File: src/rtl/uart_pkg.sv
// Shared definitions for the UART transmit path.
// Holds the transmitter state encoding, the word-length encodings, the
// oversample ratios and helpers for parity and the data-bit index limit.
package uart_pkg;

  typedef enum logic [2:0] {
    StIdle   = 3'd0,
    StStart  = 3'd1,
    StData   = 3'd2,
    StParity = 3'd3,
    StStop   = 3'd4
  } tx_state_e;

  // Word-length select encodings (LCR-style)
  localparam logic [1:0] Wls5 = 2'b00;
  localparam logic [1:0] Wls6 = 2'b01;
  localparam logic [1:0] Wls7 = 2'b10;
  localparam logic [1:0] Wls8 = 2'b11;

  // Oversample ticks per bit
  localparam logic [4:0] Osr16 = 5'd16;
  localparam logic [4:0] Osr13 = 5'd13;

  // Parity over the data bits selected by wls. eps=1 returns the XOR,
  // eps=0 returns its inverse.
  function automatic logic parity_bit(input logic [7:0] data, input logic [1:0] wls,
                                      input logic eps);
    logic [7:0] mask;
    mask = 8'hff >> (2'd3 - wls);
    return eps ? ^(data & mask) : ~(^(data & mask));
  endfunction

  // Index of the last data bit: 5 bits -> 4 ... 8 bits -> 7.
  function automatic logic [2:0] last_bit_idx(input logic [1:0] wls);
    return {1'b1, wls};
  endfunction

endpackage

File: src/rtl/uart_tx_ctrl.sv
// UART transmit controller: optional one-entry holding register (THR) feeding
// a frame shifter that emits start, 5..8 data bits LSB first, optional parity
// and 1 or 2 stop bits, paced by the oversample tick from the baud generator.
//
// Ports:
//   clk, rstn         clock, asynchronous active-low reset
//   bclk              one-clk-wide oversample tick
//   mode_osl          0 = 16 ticks/bit, 1 = 13 ticks/bit
//   wls, stb, pen, eps  word length, stop bits, parity enable, parity sense
//   brk               force the line low (break)
//   tx_data, tx_valid, tx_ready  byte handshake
//   txd               registered serial output, idle high
//   tx_empty          high when THR and shifter are both empty
module uart_tx_ctrl
  import uart_pkg::*;
#(
  parameter int unsigned HOLD_REG = 1
) (
  input  logic       clk,
  input  logic       rstn,
  input  logic       bclk,
  input  logic       mode_osl,
  input  logic [1:0] wls,
  input  logic       stb,
  input  logic       pen,
  input  logic       eps,
  input  logic       brk,
  input  logic [7:0] tx_data,
  input  logic       tx_valid,
  output logic       tx_ready,
  output logic       txd,
  output logic       tx_empty
);

  tx_state_e  state_q, state_d;
  logic [4:0] cnt_q, cnt_d;
  logic [2:0] bit_q, bit_d;
  logic [7:0] shift_q, shift_d;
  logic       par_q, par_d;
  logic [7:0] thr_q, thr_d;
  logic       thr_full_q, thr_full_d;
  logic       txd_q, txd_d;

  // Frame configuration, frozen when a frame starts
  logic [1:0] f_wls_q, f_wls_d;
  logic       f_stb_q, f_stb_d;
  logic       f_pen_q, f_pen_d;
  logic       f_eps_q, f_eps_d;
  logic       f_osl_q, f_osl_d;

  logic [4:0] osr;
  logic [5:0] stop_len;
  logic       bit_last;
  logic       stop_last;
  logic       accept;
  logic       load;

  assign osr       = f_osl_q ? Osr13 : Osr16;
  assign stop_len  = f_stb_q ? {osr, 1'b0} : {1'b0, osr};
  assign bit_last  = (cnt_q == osr - 5'd1);
  assign stop_last = ({1'b0, cnt_q} == stop_len - 6'd1);

  // Without a THR the same register still buffers the byte between the
  // handshake and the next tick, but it is only writable while idle.
  assign tx_ready = (HOLD_REG != 0) ? !thr_full_q : (state_q == StIdle) && !thr_full_q;
  assign accept   = tx_valid && tx_ready;
  assign tx_empty = (state_q == StIdle) && !thr_full_q;
  assign txd      = txd_q;

  always_comb begin
    state_d    = state_q;
    cnt_d      = cnt_q;
    bit_d      = bit_q;
    shift_d    = shift_q;
    par_d      = par_q;
    thr_d      = thr_q;
    thr_full_d = thr_full_q;
    f_wls_d    = f_wls_q;
    f_stb_d    = f_stb_q;
    f_pen_d    = f_pen_q;
    f_eps_d    = f_eps_q;
    f_osl_d    = f_osl_q;
    load       = 1'b0;

    if (bclk) begin
      case (state_q)
        StIdle: begin
          if (thr_full_q) load = 1'b1;
        end
        StStart: begin
          if (bit_last) begin
            cnt_d   = '0;
            bit_d   = '0;
            state_d = StData;
          end else begin
            cnt_d = cnt_q + 5'd1;
          end
        end
        StData: begin
          if (bit_last) begin
            cnt_d   = '0;
            shift_d = {1'b0, shift_q[7:1]};
            if (bit_q == last_bit_idx(f_wls_q)) begin
              state_d = f_pen_q ? StParity : StStop;
            end else begin
              bit_d = bit_q + 3'd1;
            end
          end else begin
            cnt_d = cnt_q + 5'd1;
          end
        end
        StParity: begin
          if (bit_last) begin
            cnt_d   = '0;
            state_d = StStop;
          end else begin
            cnt_d = cnt_q + 5'd1;
          end
        end
        StStop: begin
          if (stop_last) begin
            cnt_d = '0;
            // A pending byte starts immediately: no idle gap between frames
            if (thr_full_q) load = 1'b1;
            else            state_d = StIdle;
          end else begin
            cnt_d = cnt_q + 5'd1;
          end
        end
        default: begin
          state_d = StIdle;
          cnt_d   = '0;
        end
      endcase
    end

    if (load) begin
      state_d    = StStart;
      cnt_d      = '0;
      bit_d      = '0;
      shift_d    = thr_q;
      par_d      = parity_bit(thr_q, wls, eps);
      thr_full_d = 1'b0;
      f_wls_d    = wls;
      f_stb_d    = stb;
      f_pen_d    = pen;
      f_eps_d    = eps;
      f_osl_d    = mode_osl;
    end

    // A byte accepted on the load cycle stays in the THR
    if (accept) begin
      thr_d      = tx_data;
      thr_full_d = 1'b1;
    end

    // Line level follows the next state so txd is a clean register output
    case (state_d)
      StStart:  txd_d = 1'b0;
      StData:   txd_d = shift_d[0];
      StParity: txd_d = par_d;
      default:  txd_d = 1'b1;
    endcase
    if (brk) txd_d = 1'b0;
  end

  always_ff @(posedge clk or negedge rstn) begin
    if (!rstn) begin
      state_q    <= StIdle;
      cnt_q      <= '0;
      bit_q      <= '0;
      shift_q    <= '0;
      par_q      <= 1'b0;
      thr_q      <= '0;
      thr_full_q <= 1'b0;
      txd_q      <= 1'b1;
      f_wls_q    <= Wls8;
      f_stb_q    <= 1'b0;
      f_pen_q    <= 1'b0;
      f_eps_q    <= 1'b0;
      f_osl_q    <= 1'b0;
    end else begin
      state_q    <= state_d;
      cnt_q      <= cnt_d;
      bit_q      <= bit_d;
      shift_q    <= shift_d;
      par_q      <= par_d;
      thr_q      <= thr_d;
      thr_full_q <= thr_full_d;
      txd_q      <= txd_d;
      f_wls_q    <= f_wls_d;
      f_stb_q    <= f_stb_d;
      f_pen_q    <= f_pen_d;
      f_eps_q    <= f_eps_d;
      f_osl_q    <= f_osl_d;
    end
  end

endmodule
File: config.mk
export PLATFORM = sky130hd
export DESIGN_NAME = uart_tx_ctrl
export DESIGN_NICKNAME = d
export VERILOG_FILES = /design/src/rtl/uart_pkg.sv /design/src/rtl/uart_tx_ctrl.sv
export SDC_FILE = /design/constraint.sdc
export NUM_CORES = 1
export LEC_CHECK = 0
export BUFFER_PORTS_ARGS = -buffer_cell sky130_fd_sc_hd__buf_2
export CELL_PAD_IN_SITES_DETAIL_PLACEMENT = 0
export CELL_PAD_IN_SITES_GLOBAL_PLACEMENT = 2
export CORE_MARGIN = 2
export CORE_UTILIZATION = 34
export CTS_CLUSTER_DIAMETER = 80
export DETAILED_ROUTE_END_ITERATION = 10
export GPL_TIMING_DRIVEN = 0
export PLACE_DENSITY_LB_ADDON = 0.1
export REMOVE_ABC_BUFFERS = 1
export SLEW_MARGIN = 20
export SYNTH_ARGS = -nofsm -noshare
export SYNTH_HDL_FRONTEND = slang
export SYNTH_SLANG_ARGS = --single-unit
File: constraint.sdc
create_clock -name clk -period 2.89 [get_ports clk]
set_input_delay 0.578 -clock clk [delete_from_list [all_inputs] [get_ports clk]]
set_output_delay 0.578 -clock clk [all_outputs]
set_load 0.01 [all_outputs]
# == Word-level counts from Yosys, hierarchy flattened ==
# Index checks and enable logic that the tools add are counted.
# classes
addsub,5
eq_ne,14
shift,1
n_mux,37
bitwise_logic,2
n_reduce_logical,14
# op_table
operator,n
two-way mux 3 bit,14
two-way mux 8 bit,4
two-way mux 5 bit,5
case mux 3 bit (5 select lines),1
case mux 5 bit (3 select lines),1
equality test 3 x 2 -> 1 bit (second input constant),4
!= test 3 bit (second input constant),3
AND 8 bit,1
two-way mux 1 bit,8
nonzero test 2 bit,4
XOR reduction 8 bit,1
>> shifter 8 x 2 -> 8 bit (first input constant),1
equality test 3 x 1 -> 1 bit (second input constant),2
equality test 5 x 6 -> 1 bit,1
two-way mux 6 bit,1
case mux 3 bit (2 select lines),1
subtractor 6 x 1 -> 6 bit (second input constant),1
adder 5 x 1 -> 5 bit (second input constant),1
equality test 5 bit,1
AND reduction 5 bit,1
subtractor 5 x 1 -> 5 bit (second input constant),1
adder 3 x 1 -> 3 bit (second input constant),1
equality test 3 bit,1
equality test 3 bit (second input constant),1
12 further kinds,13
# totals
ff_bits,35
input_bits,19
out_inout_bits,3
word_cells,86

# == Longest topological paths before layout ==
# Gate-level depths: netlist of the first run.
# logic_depth
depth_word,11
mapped_depth,8
ltp_nobuf,6

# == Least setup slack after synthesis of the first run ==
# OpenSTA, ideal clock, no wires.
# synth_path
path_type,register -> register
from,reg cnt_q[0]
to,reg bit_q[2]
setup_time_ns,0.122
t_arrival_ns,1.832
required_ns,2.768
setup_slack_ns,0.937
stages_incl_launch_ff,7
path_buffers,0
synth_period_minus_slack_ns,1.953
path_cell_list,dfrtp_1 -> or3b_4 -> a211oi_2 -> o211ai_1 -> a31oi_1 -> o21ai_0 -> o2bb2ai_1
# synth_between
elab_chain_len,6
word_cells_on_any_way,12
classes_between,5 x eq/ne; 4 x mux; 3 x reduce/logical
# synth_lines
element,line_no,rtl
start: declaration,uart_tx_ctrl.sv:36,"logic [4:0] cnt_q, cnt_d;"
start signal: assignment,uart_tx_ctrl.sv:184,cnt_q <= cnt_d;
equality test 5 x 6 -> 1 bit,uart_tx_ctrl.sv:61,"assign stop_last = ({1'b0, cnt_q} == stop_len - 6'd1);"
two-way mux 1 bit,uart_tx_ctrl.sv:121,if (stop_last) begin
case mux 1 bit (2 select lines),uart_tx_ctrl.sv:86,case (state_q)
two-way mux 1 bit,uart_tx_ctrl.sv:85,if (bclk) begin
!= test 3 bit (no line) (tied with other cells),-,
AND reduction 5 bit (no line),-,
end signal: assignment,uart_tx_ctrl.sv:185,bit_q <= bit_d;
end: declaration,uart_tx_ctrl.sv:37,"logic [2:0] bit_q, bit_d;"
# Parallel ways exist; a longest one is shown, timed or not.
# A chain may end at the register's enable or synchronous reset.

# == Worst setup path after layout of the first run ==
# layout_path
from,reg cnt_q[0]
to,reg par_q
# layout_between
elab_chain_len,5
# layout_lines
element,line_no,rtl
equality test 5 x 6 -> 1 bit,uart_tx_ctrl.sv:61,
two-way mux 1 bit,uart_tx_ctrl.sv:121,
case mux 1 bit (2 select lines),uart_tx_ctrl.sv:86,
two-way mux 1 bit,uart_tx_ctrl.sv:85,
two-way mux 1 bit,uart_tx_ctrl.sv:137,if (load) begin
net par_d,uart_tx_ctrl.sv:39,"logic par_q, par_d;"
end signal: assignment,uart_tx_ctrl.sv:187,par_q <= par_d;
end: declaration,uart_tx_ctrl.sv:39,
# The timed path passes the listed nets, and every way through them passes these cells.

==> flow_summary.toml, run 1 <==
[timing]
slew_violations = 0
fin_worst_skew_ns = 0.008323
max_freq_ghz = 0.4353
final.min_clock_period_ns = 2.297
hold_violations = 0
worst_slew_pin_slew_ns = 0.8084
grt_setup_unrepaired = "false"
finalSetupViolations = 0
fin_crit_sh = 0.7948
relSlewSlack = 0.4611
layout_setup_ws_ns = 0.5930
final.setup.tns_ns = 0

[placement]
dp_slack_ns = 0.5368
post-dp-hpwl_mm = 2.837
place_inst = 268
placed_area_sq_mm = 0.002066
gp_congestion = 0.7212
port_buffers = 21

[route]
vias = 1393
drt_pass1_iterations = 4
viasPerCell = 5.047
antenna_left = 0
drt-wirelength-per-cell_microns = 13.99
wirelength_mm = 3.862
drc = 0
first_iter_violations = 78

[power]
p_leak_nw = 0.9067
p_per_area_mw_per_mm2 = 635.6
p_total_mw = 1.376
ir_worst_vdd_uv = 281.7

[global_route]
grt_pass1_wl_mm = 6.775
grt_util_all_layers = 0.1416
grt_antenna_before_repair = 0
grt_pass1_vias = 1478
grt_overflow = 0
grt_max_degree = 36

[critical_path]
cp_max_fo = 22
r2r_slack_ns = 0.59
arrival_ns = 2.47
critPathLaunch = "cnt_q[0]"
timing.rr.end = "par_q"
cp.required_ns = 3.06
critPathMaxStageDelay_ns = 0.61
r2r-start = "cnt_q[0]"
slowest_stage = "nand2_1"
path_cells = "nand3b_1, o21ai_0, o211ai_1, nand2_1, mux2_2"
reg2reg_depth = 5
startpoint_type = "register"
endpoint_kind = "register"
critPathKind = "reg2reg"

[floorplan]
die_w_microns = 78.50
top_level_ports = 22
die_height_microns = 78.50
die_area_sq_mm = 0.006161
core_sq_mm = 0.005439
rows = 27
initial_core_util = 0.3469

[final_layout]
multi_input_area_sq_um = 960.9
layout_commonest_cell = "dfrtp_1"
fillCellCount = 554
area_growth_pct = 14.72
stdcell_count = 276
drive_gt1_frac = 0.2794
layout.nets = 224
insertedDiodeCount = 0
seqCellArea_sq_um = 879.6
fin_area_sq_mm = 0.002165
final_cell_mix = "32 x dfrtp_1, 21 x buf_2, 19 x nand2_1"

[run]
maxCapViolCount = 0

[clock_network]
cts_resized = 0
clock_latency_ns = 0.29
h-tree-depth = 2
cts_buffer_depth = 2
ctsHoldBuffers = 0
cts_made_buffers = 5
postCtsSetupBuffers = 0
clock-sinks = 35
cts_tree = "yes"
clkTransAtPathRegs_ns = 0.08
cts_root_buf = "clkbuf_8"

[synthesis]
synth_area_per_cell_sq_um = 10.54
yosys_warnings = 0
ys_seq_area_frac = 0.4662
netlist_area_sq_mm = 0.001887
yosys_most_used_dff = "dfrtp_1"
synthArstFlopShare = 1.000
synth_seq_cells = 35
synth.distinct_cells = 44
syn_inst = 179
synth_edf_count = 0

[worst_hold_path]
min_path_type = "in2async"

[run_status]
outcome = "finished clean"
-- registers in the layout, indices dropped and copies added (netlist names) --
register,flops
f_wls_q,2
f_pen_q,1
bit_q,3
txd,1
f_osl_q,1
f_stb_q,1
shift_q,8
cnt_q,5
thr_q,8
state_q,3
par_q,1
thr_full_q,1
-- cells by family (layout without fill, tap and decap cells) --
group,Yosys count,in the layout,share of synthesized area
and+or+nand+nor,55,55,0.1598
AOI/OAI and AO/OA,40,40,0.1479
DFF,35,35,0.4662
muxes,25,25,0.1419
buffers and inverters,12,37,0.02453
xor gates and xnor gates,10,10,0.04642
adders and majority gates,2,2,0.01326
-- layout make-up --
class,instances,area share
Inverter,8,0.01387
Clock buffer,6,0.03815
Sequential cell,35,0.4064
Tap cell,72,0.04162
Timing Repair Buffer,21,0.04855
Multi-Input combinational cell,132,0.4439
Clock inverter,2,0.007514
-- metal layers --
layer  vias up  share of wire  wire [microns]  global-route usage
met4         0          0.012              46             0.05614
met1       686           0.44            1711              0.1617
met3         4          0.034             133             0.04023
met2        14           0.51            1970              0.2491
met5         -              0               0                   0
li1        689              -               -                   -
-- power by group --
part	internal [mW]	switching [mW]	total [mW]
sequential	0.566	0.103	0.669
combinational	0.167	0.168	0.335
clock	0.194	0.177	0.372
-- metrics by stage --
step	util	hold WS (ns)
6_report	0.3980	0.3726
5_1_grt	0.3980	0.4273
4_1_cts	0.3980	0.3972
3_5_place_dp	0.3798	0.5059
3_3_place_gp	0.3798	0.4902
2_1_floorplan	-	0.2824
-- cell usage after synthesis, types with 2 or more instances --
library cell  instances  share of area
dfrtp_1              32           0.42
nand2_1              19          0.038
o21ai_0              16          0.042
mux2_2               14          0.084
mux2i_1              11          0.058
inv_1                 8          0.016
xnor2_1               8          0.037
nand2b_1              6          0.020
nor2_1                6          0.012
a21oi_1               3         0.0080
a22o_1                3          0.014
clkbuf_1              3         0.0060
dfstp_2               3          0.042
nand3_1               3         0.0080
nor2b_1               3         0.0099
nor3_1                3         0.0080
o211ai_1              3          0.012
o21ai_1               3         0.0080
a211oi_1              2         0.0080
ha_1                  2          0.013
nand4b_1              2         0.0093
o2bb2ai_1             2         0.0093
or3b_4                2          0.012
xor2_1                2         0.0093
-- critical path: cells and delay by family (launching register included) --
| kind | cells | cell delay, ns |
|---|---|---|
| flip-flops | 1 | 0.49 |
| AO/OA/AOI/OAI | 2 | 0.39 |
| multiplexers | 1 | 0.41 |
| AND/OR/NAND/NOR | 2 | 0.89 |
-- how the worst max path moves through the flow --
stage / end / slack (ns) / cells after the start
2_1_floorplan: bit_q[2] / 0.94 / 6
3_3_place_gp: f_osl_q / 0.59 / 5
3_5_place_dp: f_stb_q / 0.54 / 5
4_1_cts: par_q / 0.55 / 5
5_1_grt: f_pen_q / 0.42 / 5
6_report: par_q / 0.59 / 5
Power figures use the tool's default switching activity.
==> inputs of run 2 (changes only) <==
==> constraint.sdc (replaced) <==
create_clock -name clk -period 2.3 [get_ports clk]
set_input_delay 0.46 -clock clk [delete_from_list [all_inputs] [get_ports clk]]
set_output_delay 0.46 -clock clk [all_outputs]
set_load 0.01 [all_outputs]
==> run 2 against run 1 <==
Net effect: sequential power is 26% higher; clock-buffer cell count stayed put; flip-flop and latch count stayed put; first-iteration DRC count is 13% lower; global-route usage hardly changed; fmax is 7.7% higher; core utilization is 0.44 points higher; critical path depth stayed put; hold slack worse by 0.12 ns; sequential share of layout area is 0.44 points lower; clock power is 26% higher; worst setup slack worse by 0.43 ns.
==> flow_summary.toml, run 2 (synthesis results as in run 1) <==
[run_status]
outcome = "finished clean"

[power]
p_leak_nw = 0.9118
p_sw_frac = 0.3301
power.share.combinational = 0.248
p_int_mw = 1.170
p_sw_uw = 576.3
p_per_area_mw_per_mm2 = 797.9
clkPwrFrac = 0.268
power_frac_seq = 0.484
ir_worst_vdd_uv = 354.2

[critical_path]
r2r_slack_ns = 0.17
path_cells = "nand3b_1, o21ai_0, o211ai_1, nand2_2, mux2_2"
r2r-start = "cnt_q[0]"
critPathMaxStageDelay_ns = 0.49
crit_buf_inv = 0
critPathKind = "reg2reg"
startpoint_type = "register"
slowest_stage = "dfrtp_1"
arrival_ns = 2.31
timing.rr.end = "par_q"
reg2reg_depth = 5
cp.required_ns = 2.47
crit_family = "simple AND/OR/NAND/NOR gates"
cp_max_fo = 22
endpoint_kind = "register"

[global_route]
grt_util_all_layers = 0.1418
grt_pass1_wl_mm = 6.789
use_met3 = 0.04023
grt_max_degree = 36
grt_overflow = 0
grt_pass1_vias = 1480
busiest_layer = "met2"
grt.met2_usage = 0.2491
grt_antenna_before_repair = 0
grtUsageMet1 = 0.1624

[clock_network]
clkTransAtPathRegs_ns = 0.08
h-tree-depth = 2
cts_made_buffers = 5
cts_root_buf = "clkbuf_8"
clock-sinks = 35
cts_buffer_depth = 2
cts_tree = "yes"
clock_latency_ns = 0.29

[final_layout]
insertedDiodeCount = 0
final_cell_mix = "32 x dfrtp_1, 21 x buf_2, 18 x nand2_1"
drive_gt1_frac = 0.2927
fin_area_sq_mm = 0.002188
layout_commonest_cell = "dfrtp_1"
top_regs = "shift_q (8), thr_q (8), cnt_q (5)"
area_growth_pct = 15.98
fin_util = 0.4023
layout.nets = 225

[route]
wirelength_mm = 3.874
first_iter_violations = 68
drt_pass1_iterations = 5
vias = 1398
antenna_left = 0
drc = 0
drt-wirelength-per-cell_microns = 13.99
viasPerCell = 5.047

[run]
maxCapViolCount = 0

[timing]
final.min_clock_period_ns = 2.134
whs_ns = 0.2550
final.setup.tns_ns = 0
grt_setup_unrepaired = "false"
hold_violations = 0
slew_violations = 0
worst_slew_pin_slew_ns = 0.8093
finalSetupViolations = 0
max_freq_ghz = 0.4687
fin_worst_skew_ns = 0.008372
fin_crit_sh = 0.9277
relSlewSlack = 0.4605

[worst_hold_path]
min_path_type = "in2async"

[floorplan]
die_w_microns = 78.50
die_area_sq_mm = 0.006161
rows = 27
core_sq_mm = 0.005439
initial_core_util = 0.3469
top_level_ports = 22
die_height_microns = 78.50

[placement]
placed_area_sq_mm = 0.002066
post-dp-hpwl_mm = 2.837
port_buffers = 21
gp_congestion = 0.7212
==> run 2: cell count changes in the layout (fill, tap and decap cells not counted) <==
cell	delta
nand2_2	+1
a211oi_4	+1
nand2_1	-1
a31oi_1	-1
a31oi_2	+1
buf_4	+1
a211oi_2	-1
==> run 2: worst max-delay path by stage <==
stage / cells past startpoint / slack (ns) / startpoint / end
3_5_place_dp: 5 / -0.05 / cnt_q[2] / f_stb_q
3_3_place_gp: 5 / -0.004 / state_q[1] / f_osl_q
2_1_floorplan: 6 / 0.35 / cnt_q[0] / bit_q[2]
5_1_grt: 5 / 0.03 / cnt_q[0] / f_pen_q
4_1_cts: 6 / 0.05 / cnt_q[0] / txd
6_report: 5 / 0.17 / cnt_q[0] / par_q
==> run 2: final cells by class <==
cell class / instances / area [sq um]
Inverter: 8 / 30.03
Clock inverter: 2 / 16.27
Clock buffer: 6 / 82.58
Tap cell: 72 / 90.09
Timing Repair Buffer: 22 / 112.6
Sequential cell: 35 / 879.6
Fill cell: 553 / 3251
Multi-Input combinational cell: 132 / 977.2
==> run 2: metal layers <==
layer / routed length [microns] / up-vias
met3: 149 / 4
met4: 46 / 0
met5: 0 / -
met1: 1694 / 686
li1: - / 690
met2: 1983 / 18
==> run 2: power by group through the flow <==
stage / combinational [mW] / sequential, mW / clock (mW)
finish: 0.433 / 0.845 / 0.468
detailed placement: 0.422 / 0.855 / 0
global route: 0.492 / 0.867 / 0.528
floorplan: 0.337 / 0.813 / 0
global placement: 0.414 / 0.850 / 0
CTS: 0.428 / 0.842 / 0.497
==> run 2: repair_timing <==
item,in CTS,in global routing
hold buffers,0,0
pin swaps,0,1
setup buffers,0,1
gates resized for setup,1,2
endpoints found under the setup margin,6,3
==> run 2: metrics by stage <==
stage,setup WS [ns],std cells,power (mW)
floorplan,0.3466,175,1.150
global placement,-0.004053,268,1.264
detailed placement,-0.05323,268,1.277
CTS,0.04511,276,1.767
global route,0.02611,277,1.887
finish,0.1664,277,1.746
